===== config.mk =====
export PLATFORM = sky130hd
export DESIGN_NAME = load_store_unit
export DESIGN_NICKNAME = d
export VERILOG_FILES = /design/src/rtl/lsu_pkg.sv /design/src/rtl/lsu_align.sv /design/src/rtl/load_store_unit.sv
export SDC_FILE = /design/constraint.sdc
export NUM_CORES = 1
export LEC_CHECK = 0
export BUFFER_PORTS_ARGS = -buffer_cell sky130_fd_sc_hd__buf_2
export CAP_MARGIN = 20
export CORE_MARGIN = 2
export CORE_UTILIZATION = 47
export CTS_CLUSTER_DIAMETER = 30
export DETAILED_ROUTE_END_ITERATION = 16
export GPL_ROUTABILITY_DRIVEN = 0
export PLACE_DENSITY = 0.76
export SLEW_MARGIN = 20
export SYNTH_ARGS = -nofsm -noshare
export SYNTH_HDL_FRONTEND = slang
export SYNTH_SLANG_ARGS = --single-unit
export TNS_END_PERCENT = 5

===== constraint.sdc =====
create_clock -name clk -period 2.2 [get_ports clk]
set_input_delay 0.22 -clock clk [delete_from_list [all_inputs] [get_ports clk]]
set_output_delay 0.22 -clock clk [all_outputs]
set_load 0.005 [all_outputs]

===== src/rtl/lsu_pkg.sv =====
// lsu_pkg: shared types and constants for the load/store unit.
package lsu_pkg;

  typedef enum logic [2:0] {
    ST_IDLE,
    ST_READ,
    ST_CAPTURE,
    ST_WRITE,
    ST_DONE
  } lsu_state_t;

  localparam logic [2:0] F3_B  = 3'b000;
  localparam logic [2:0] F3_H  = 3'b001;
  localparam logic [2:0] F3_W  = 3'b010;
  localparam logic [2:0] F3_BU = 3'b100;
  localparam logic [2:0] F3_HU = 3'b101;

  localparam int unsigned ERR_ALIGN = 0;
  localparam int unsigned ERR_RANGE = 1;

  // Misaligned address or a width code that is illegal for this direction.
  function automatic logic lsu_bad_access(input logic we, input logic [2:0] funct3,
                                          input logic [1:0] addr_lo);
    logic bad;
    bad = 1'b0;
    case (funct3)
      F3_B:         bad = 1'b0;
      F3_BU:        bad = we;
      F3_H:         bad = addr_lo[0];
      F3_HU:        bad = we | addr_lo[0];
      F3_W:         bad = (addr_lo != 2'b00);
      default:      bad = 1'b1;
    endcase
    return bad;
  endfunction

endpackage


===== src/rtl/lsu_align.sv =====
// lsu_align: load lane extraction and sub-word store merge (combinational).
module lsu_align
  import lsu_pkg::*;
(
  input  logic [2:0]  funct3,
  input  logic [1:0]  addr_lo,
  input  logic [31:0] d_out,
  input  logic [31:0] wdata,
  output logic [31:0] load_data,
  output logic [31:0] store_word
);

  logic [7:0]  byte_sel;
  logic [15:0] half_sel;

  // Pick the addressed lane and extend it to a full word.
  always_comb begin
    byte_sel  = d_out[{addr_lo, 3'b000} +: 8];
    half_sel  = addr_lo[1] ? d_out[31:16] : d_out[15:0];
    load_data = d_out;
    case (funct3)
      F3_B:    load_data = {{24{byte_sel[7]}}, byte_sel};
      F3_BU:   load_data = {24'h000000, byte_sel};
      F3_H:    load_data = {{16{half_sel[15]}}, half_sel};
      F3_HU:   load_data = {16'h0000, half_sel};
      default: load_data = d_out;
    endcase
  end

  // Overlay the store data on the word read back, keeping the other lanes.
  always_comb begin
    store_word = d_out;
    case (funct3)
      F3_B: store_word[{addr_lo, 3'b000} +: 8] = wdata[7:0];
      F3_H: begin
        if (addr_lo[1]) store_word[31:16] = wdata[15:0];
        else            store_word[15:0]  = wdata[15:0];
      end
      default: store_word = wdata;
    endcase
  end

endmodule


===== src/rtl/load_store_unit.sv =====
// load_store_unit: single-outstanding load/store initiator for the word-addressed
// data memory. Optional range checking is enabled by defining LSU_BOUNDS_CHECK_EN.
module load_store_unit #(
  parameter int unsigned MEM_WORDS = 100
) (
  input  logic        clk,
  input  logic        rst,
  input  logic        req_valid,
  output logic        req_ready,
  input  logic        req_we,
  input  logic [2:0]  req_funct3,
  input  logic [31:0] req_addr,
  input  logic [31:0] req_wdata,
  output logic        resp_valid,
  output logic [31:0] resp_rdata,
  output logic [1:0]  resp_err,
  output logic        d_r_en,
  output logic        d_w_en,
  output logic [31:0] d_add,
  output logic [31:0] data_in,
  input  logic [31:0] d_out
);

  import lsu_pkg::*;

`ifdef LSU_BOUNDS_CHECK_EN
  localparam logic BOUNDS_EN = 1'b1;
`else
  localparam logic BOUNDS_EN = 1'b0;
`endif

  lsu_state_t  state;
  logic        we_q;
  logic [2:0]  f3_q;
  logic [31:0] addr_q;
  logic [31:0] wdata_q;
  logic [31:0] data_q;
  logic [1:0]  err_q;
  logic [1:0]  req_err;
  logic [31:0] word_idx;
  logic [31:0] load_data;
  logic [31:0] store_word;

  assign word_idx = {2'b00, addr_q[31:2]};

  lsu_align u_align (
    .funct3     (f3_q),
    .addr_lo    (addr_q[1:0]),
    .d_out      (d_out),
    .wdata      (wdata_q),
    .load_data  (load_data),
    .store_word (store_word)
  );

  // Classify the incoming request; the range bit stays 0 unless checking is built in.
  always_comb begin
    req_err            = '0;
    req_err[ERR_ALIGN] = lsu_bad_access(req_we, req_funct3, req_addr[1:0]);
    req_err[ERR_RANGE] = BOUNDS_EN & ({2'b00, req_addr[31:2]} >= 32'(MEM_WORDS));
  end

  // Request sequencing: latch, optional read, capture/merge, optional write, respond.
  always_ff @(posedge clk) begin
    if (rst) begin
      state   <= ST_IDLE;
      we_q    <= 1'b0;
      f3_q    <= '0;
      addr_q  <= '0;
      wdata_q <= '0;
      data_q  <= '0;
      err_q   <= '0;
    end else begin
      case (state)
        ST_IDLE: begin
          if (req_valid) begin
            we_q    <= req_we;
            f3_q    <= req_funct3;
            addr_q  <= req_addr;
            wdata_q <= req_wdata;
            err_q   <= req_err;
            data_q  <= req_wdata;
            if (req_err != 2'b00)                  state <= ST_DONE;
            else if (req_we && req_funct3 == F3_W) state <= ST_WRITE;
            else                                   state <= ST_READ;
          end
        end
        ST_READ: state <= ST_CAPTURE;
        ST_CAPTURE: begin
          if (we_q) begin
            data_q <= store_word;
            state  <= ST_WRITE;
          end else begin
            data_q <= load_data;
            state  <= ST_DONE;
          end
        end
        ST_WRITE: state <= ST_DONE;
        ST_DONE:  state <= ST_IDLE;
        default:  state <= ST_IDLE;
      endcase
    end
  end

  // Decode state into the port outputs; everything is held low during reset.
  always_comb begin
    req_ready  = 1'b0;
    resp_valid = 1'b0;
    resp_rdata = '0;
    resp_err   = '0;
    d_r_en     = 1'b0;
    d_w_en     = 1'b0;
    d_add      = '0;
    data_in    = '0;
    if (!rst) begin
      case (state)
        ST_IDLE: req_ready = 1'b1;
        ST_READ: begin
          d_r_en = 1'b1;
          d_add  = word_idx;
        end
        ST_WRITE: begin
          d_w_en  = 1'b1;
          d_add   = word_idx;
          data_in = data_q;
        end
        ST_DONE: begin
          resp_valid = 1'b1;
          resp_err   = err_q;
          if (!we_q && err_q == 2'b00) resp_rdata = data_q;
        end
        default: ;
      endcase
    end
  end

endmodule


# Word level (Yosys, flattened, before mapping)
# Cells that the tools add are included.
# totals
regBits	104
output_inout_bits	102
# classes
add_sub_neg	1
eq_ne	12
shifts	3
mux	32
bitwise_logic	1
n_reduce_logical	12
# op_table
cell	n
32-bit 2-to-1 mux	7
32-bit one-hot mux with 2 select lines	2
32-bit one-hot mux with 4 select lines	1
30-bit 2-to-1 mux	2
16-bit 2-to-1 mux	3
32-bit bitwise mux	1
8-bit by 7-bit variable shift with 32-bit output (first input constant)	1
32-bit by 6-bit indexed part select with 8-bit output	1
8-bit by 7-bit indexed part select with 32-bit output	1
3-bit equality test (second input constant)	5
3-bit one-hot mux with 4 select lines	1
1-bit 2-to-1 mux	10
3-bit by 1-bit equality test with 1-bit output (second input constant)	3
3-bit by 2-bit equality test with 1-bit output (second input constant)	3
3-bit zero test	3
3-bit 2-to-1 mux	3
5-bit negator with 7-bit output	1
1-bit one-hot mux with 5 select lines	1
2-bit AND reduction	2
2-bit nonzero test	2
1-bit logical AND	2
2-bit zero test	1
2-bit 2-to-1 mux	1
2-bit != test (second input constant)	1
3 further kinds	3

# Logic depth before layout (Yosys ltp)
# depth
ltp_word	6
ltp_mapped	9
depth_no_buf	7

# Hierarchy
# From an unflattened synthesis, not the netlist that was laid out.
# hier_totals
hier_cells	895
hier_area_um2	6625.1
# by_module_without_submodules
module	instances	cells_each	area_per_inst_um2
load_store_unit	1	623	4933.5
lsu_align	1	272	1691.6

# Worst setup path before layout
# Ideal clock, no wire load.
# synth_timing
path_kind	register -> register
from	register addr_q[1]
to	register data_q[0]
arrival_ns	2.127
path_slack_ns	-0.012
path_stages_with_launch	8
path_buffers	1
cell_sequence	dfxtp_1 > buf_2 > inv_2 > ha_1 > or4b_1 > a31oi_2 > a221oi_1 > a211oi_1
# synth_between
elab_chain_len	6
word_cells_on_any_way	11
classes_between	add/sub: 1; shift: 3; mux: 7
# synth_rtl
element	line	source
start, declared	load_store_unit.sv:35	logic [31:0] addr_q;
start signal, assigned	load_store_unit.sv:78	addr_q <= req_addr;
5-bit negator with 7-bit output	lsu_align.sv:34	F3_B: store_word[{addr_lo, 3'b000} +: 8] = wdata[7:0];
8-bit by 7-bit indexed part select with 32-bit output or 8-bit by 7-bit variable shift with 32-bit output (tied branches)	lsu_align.sv:34	
32-bit bitwise mux	lsu_align.sv:34	
32-bit one-hot mux with 2 select lines	lsu_align.sv:33	case (funct3)
32-bit 2-to-1 mux (*)	load_store_unit.sv:89	if (we_q) begin
32-bit one-hot mux with 2 select lines (*)	load_store_unit.sv:73	case (state)
end signal, assigned	load_store_unit.sv:81	data_q <= req_wdata;
end signal, assigned	load_store_unit.sv:90	data_q <= store_word;
end signal, assigned	load_store_unit.sv:93	data_q <= load_data;
end, declared	load_store_unit.sv:37	logic [31:0] data_q;
# Mark *: on every way between the ends. The rest lies on a longest branch, timed or not.
# A chain may end at the register's enable or synchronous reset.

# Worst setup path in the final report
# layout_timing
from	register addr_q[0]
to	register data_q[6]
# The elaborated chain is that of the path after synthesis.

==> impl_metrics.csv <==
group,metric,value,unit
routing,drtPass1Iterations,5,
power_and_ir_drop,cellLeakagePower,3.67,nW
yosys,synth_edf_count,0,
yosys,synth_area,0.00648,mm2
timing,finalSetupViolCount,0,
worst_hold_path,hp-class,"input port to flop",
routing,drc,0,
yosys,post_synth_xor_area_fraction,0,%
global_routing,grtUsageMet2,45.8,%
critical_path,crit_fanout,6,
timing,min_period,2.14,ns
die,dieArea,0.0147,mm2
die,initial_utilization,48.6,%
timing,fmax,467,MHz
clock_tree,hold_buffers,0,
yosys,async_reset_ff_share,0,%
yosys,yosysTopAreaCell,"dfxtp_1",
yosys,synthCells,901,
critical_path,setup.worst_path.class,"flop to flop",
timing,drv_slew,0,
clock_tree,cts_buffer_depth,2,
clock_tree,htree_num_levels,3,
critical_path,endpoint_kind,"flop",
cells_and_area,finalNetCount,1187,
cells_and_area,diodes,0,
die,io_pins,205,
power_and_ir_drop,ir_worst_vdd,0.573,mV
timing,whs,0.0788,ns
clock_tree,root_buffer,"clkbuf_16",
routing,viasPerCell,5.84,
routing,vias,7361,
critical_path,cp.required,2.47,ns
yosys,yosys.area_share.simple,31.0,%
yosys,synth_mux_area_share,2.28,%
clock_tree,clk_latency,0.37,ns
global_routing,first_global_vias,6552,
placement,dp_hpwl,16000,um
clock_tree,cts_setup_buffers,0,
placement,placed_area,0.00781,mm2
yosys,ys_seq_area_share,32.1,%
cells_and_area,layout_common_cells,"buf_2, nand2_1, a21oi_1, dfxtp_1, and2_1",
global_routing,grt_use_met1,40.5,%
routing,post_drt_wl_per_cell,17.9,um
yosys,synth_top_family_by_area,"simple AND/OR/NAND/NOR gates",
cells_and_area,syn_to_final_growth,26.1,%
timing,rsz0062_at_grt,"no",
clock_tree,path_clk_slew,0.08,ns
yosys,ys_ff_latch,104,
routing,drtIter0Drc,863,
die,die_h,121,um
die,die_w,121,um
yosys,synth_cell_types,59,
clock_tree,cts_tree,"yes",
outcome,status,"complete, no violations",
yosys,yosys_warnings,0,
global_routing,grt_pass1_wl,34900,um
yosys,synth_compound_area_share,27.6,%
cells_and_area,layout-drive-gt1-share,26.3,%
clock_tree,cts_sinks,104,
yosys,synth_top_area_share,32.1,%
placement,port_buffers,201,
routing,drtAntennaViolNets,0,
global_routing,grt-busiest-layer,"met2",
timing,skew,0.00823,ns
critical_path,crit_arrival,2.41,ns
die,fp-row-count,42,
cells_and_area,layout_commonest_cell,"buf_2",
cells_and_area,fill_cells,1230,
power_and_ir_drop,power.density,609,mW/mm2
critical_path,crit_path_start_kind,"flop",
global_routing,grt_use_met3,7.89,%
die,core,0.0133,mm2
global_routing,global_route.overflow_total,0,
timing,final_hold_viol_count,0,
yosys,synth.area.top_cells,"dfxtp_1, nand2_1, a21oi_1",
yosys,synth-adder-area-share,0.965,%
timing,period_share,97.3,%
global_routing,antenna_found_initial,0,
timing,slew_headroom,55.1,%
yosys,avgSynthCellArea,7.19,um2
routing,wirelength,22600,um
global_routing,grt_use_total,30.1,%
job,cap_violations,0,
yosys,synth_top_flop_cell,"dfxtp_1",
clock_tree,cts_buffers,9,
global_routing,grt_max_degree,108,
cells_and_area,fin_area,0.00817,mm2
timing,worst_pin_slew,0.666,ns
Yosys cell counts, types with 10 or more instances:
cell type,instances
a21o_1,14
a21oi_1,132
a221o_1,14
a22oi_1,11
and2_1,66
and3_1,31
buf_2,12
clkbuf_1,63
dfxtp_1,104
inv_1,11
nand2_1,187
nand4_1,10
nor2_1,37
nor2b_1,32
o211ai_1,13
o21ai_0,32
o221ai_1,15
registers in the layout (all words and copies together) (netlist names):
| name | cells |
|---|---|
| addr_q | 32 |
| data_q | 32 |
| wdata_q | 32 |
| f3_q | 3 |
| state | 3 |
| err_q | 1 |
| we_q | 1 |
stage by stage:
step	util (%)	power (mW)	std cells	TNS [ns]	setup slack, ns
after CTS	61.0	4.97	1260	0	0.000375
after floorplan	-	2.82	903	-0.0678	-0.0120
after global placement	58.5	3.23	1244	0	0.0516
after detailed placement	58.5	3.25	1244	0	0.0153
final	61.2	4.98	1260	0	0.0589
after global routing	61.2	5.19	1260	0	0.00268
worst max-delay path, cell delays in order, from the launching register on:
cell      delay, ns
dfxtp_1        0.33
inv_1          0.08
ha_1           0.34
or4b_1         0.55
a31oi_4        0.30
a221oi_1       0.14
a211oi_1       0.29
path summary, 6_finish.rpt:
path,start,to,slack [ns],depth (start not counted)
setup / recovery,addr_q[0],data_q[6],0.06,6
hold / removal,req_addr[25],addr_q[25],0.08,3
setup reg to reg,addr_q[0],data_q[6],0.06,6
hold reg to reg,addr_q[6],addr_q[6],0.45,2
cells by family after synthesis:
family	Yosys count
AOI/OAI and AO/OA	281
adders and majority gates	5
buffers and inverters	94
DFF	104
muxes	14
other	1
and+or+nand+nor	402
area by class of cell:
type	count	area [um2]	area share, %
well taps	176	220	2.69
repair buffers	247	1440	17.6
flip-flops and latches	104	2090	25.5
inverters	12	45.0	0.551
clock inverters	6	83.8	1.03
clock buffers	10	229	2.80
multi-input cells	705	4070	49.8
per-layer routing:
metal  wire length (um)  share of wire (%)  vias up
met5                  0                  0        -
met4                714                3.2        0
met3               2470                 11       64
met2              10100                 45      451
met1               9300                 41     3328
li1                   -                  -     3518
what timing repair did:
| item | 4_1_cts | 5_1_grt |
|---|---|---|
| pin swaps | 1 | 1 |
| setup endpoints to repair | 33 | 66 |
| gates resized for setup | 3 | 8 |
report_power, final:
| group | internal (mW) | switching [mW] |
|---|---|---|
| logic | 0.430 | 0.663 |
| clock network | 0.920 | 0.811 |
| registers | 2.03 | 0.129 |
Power figures use the tool's default switching activity.
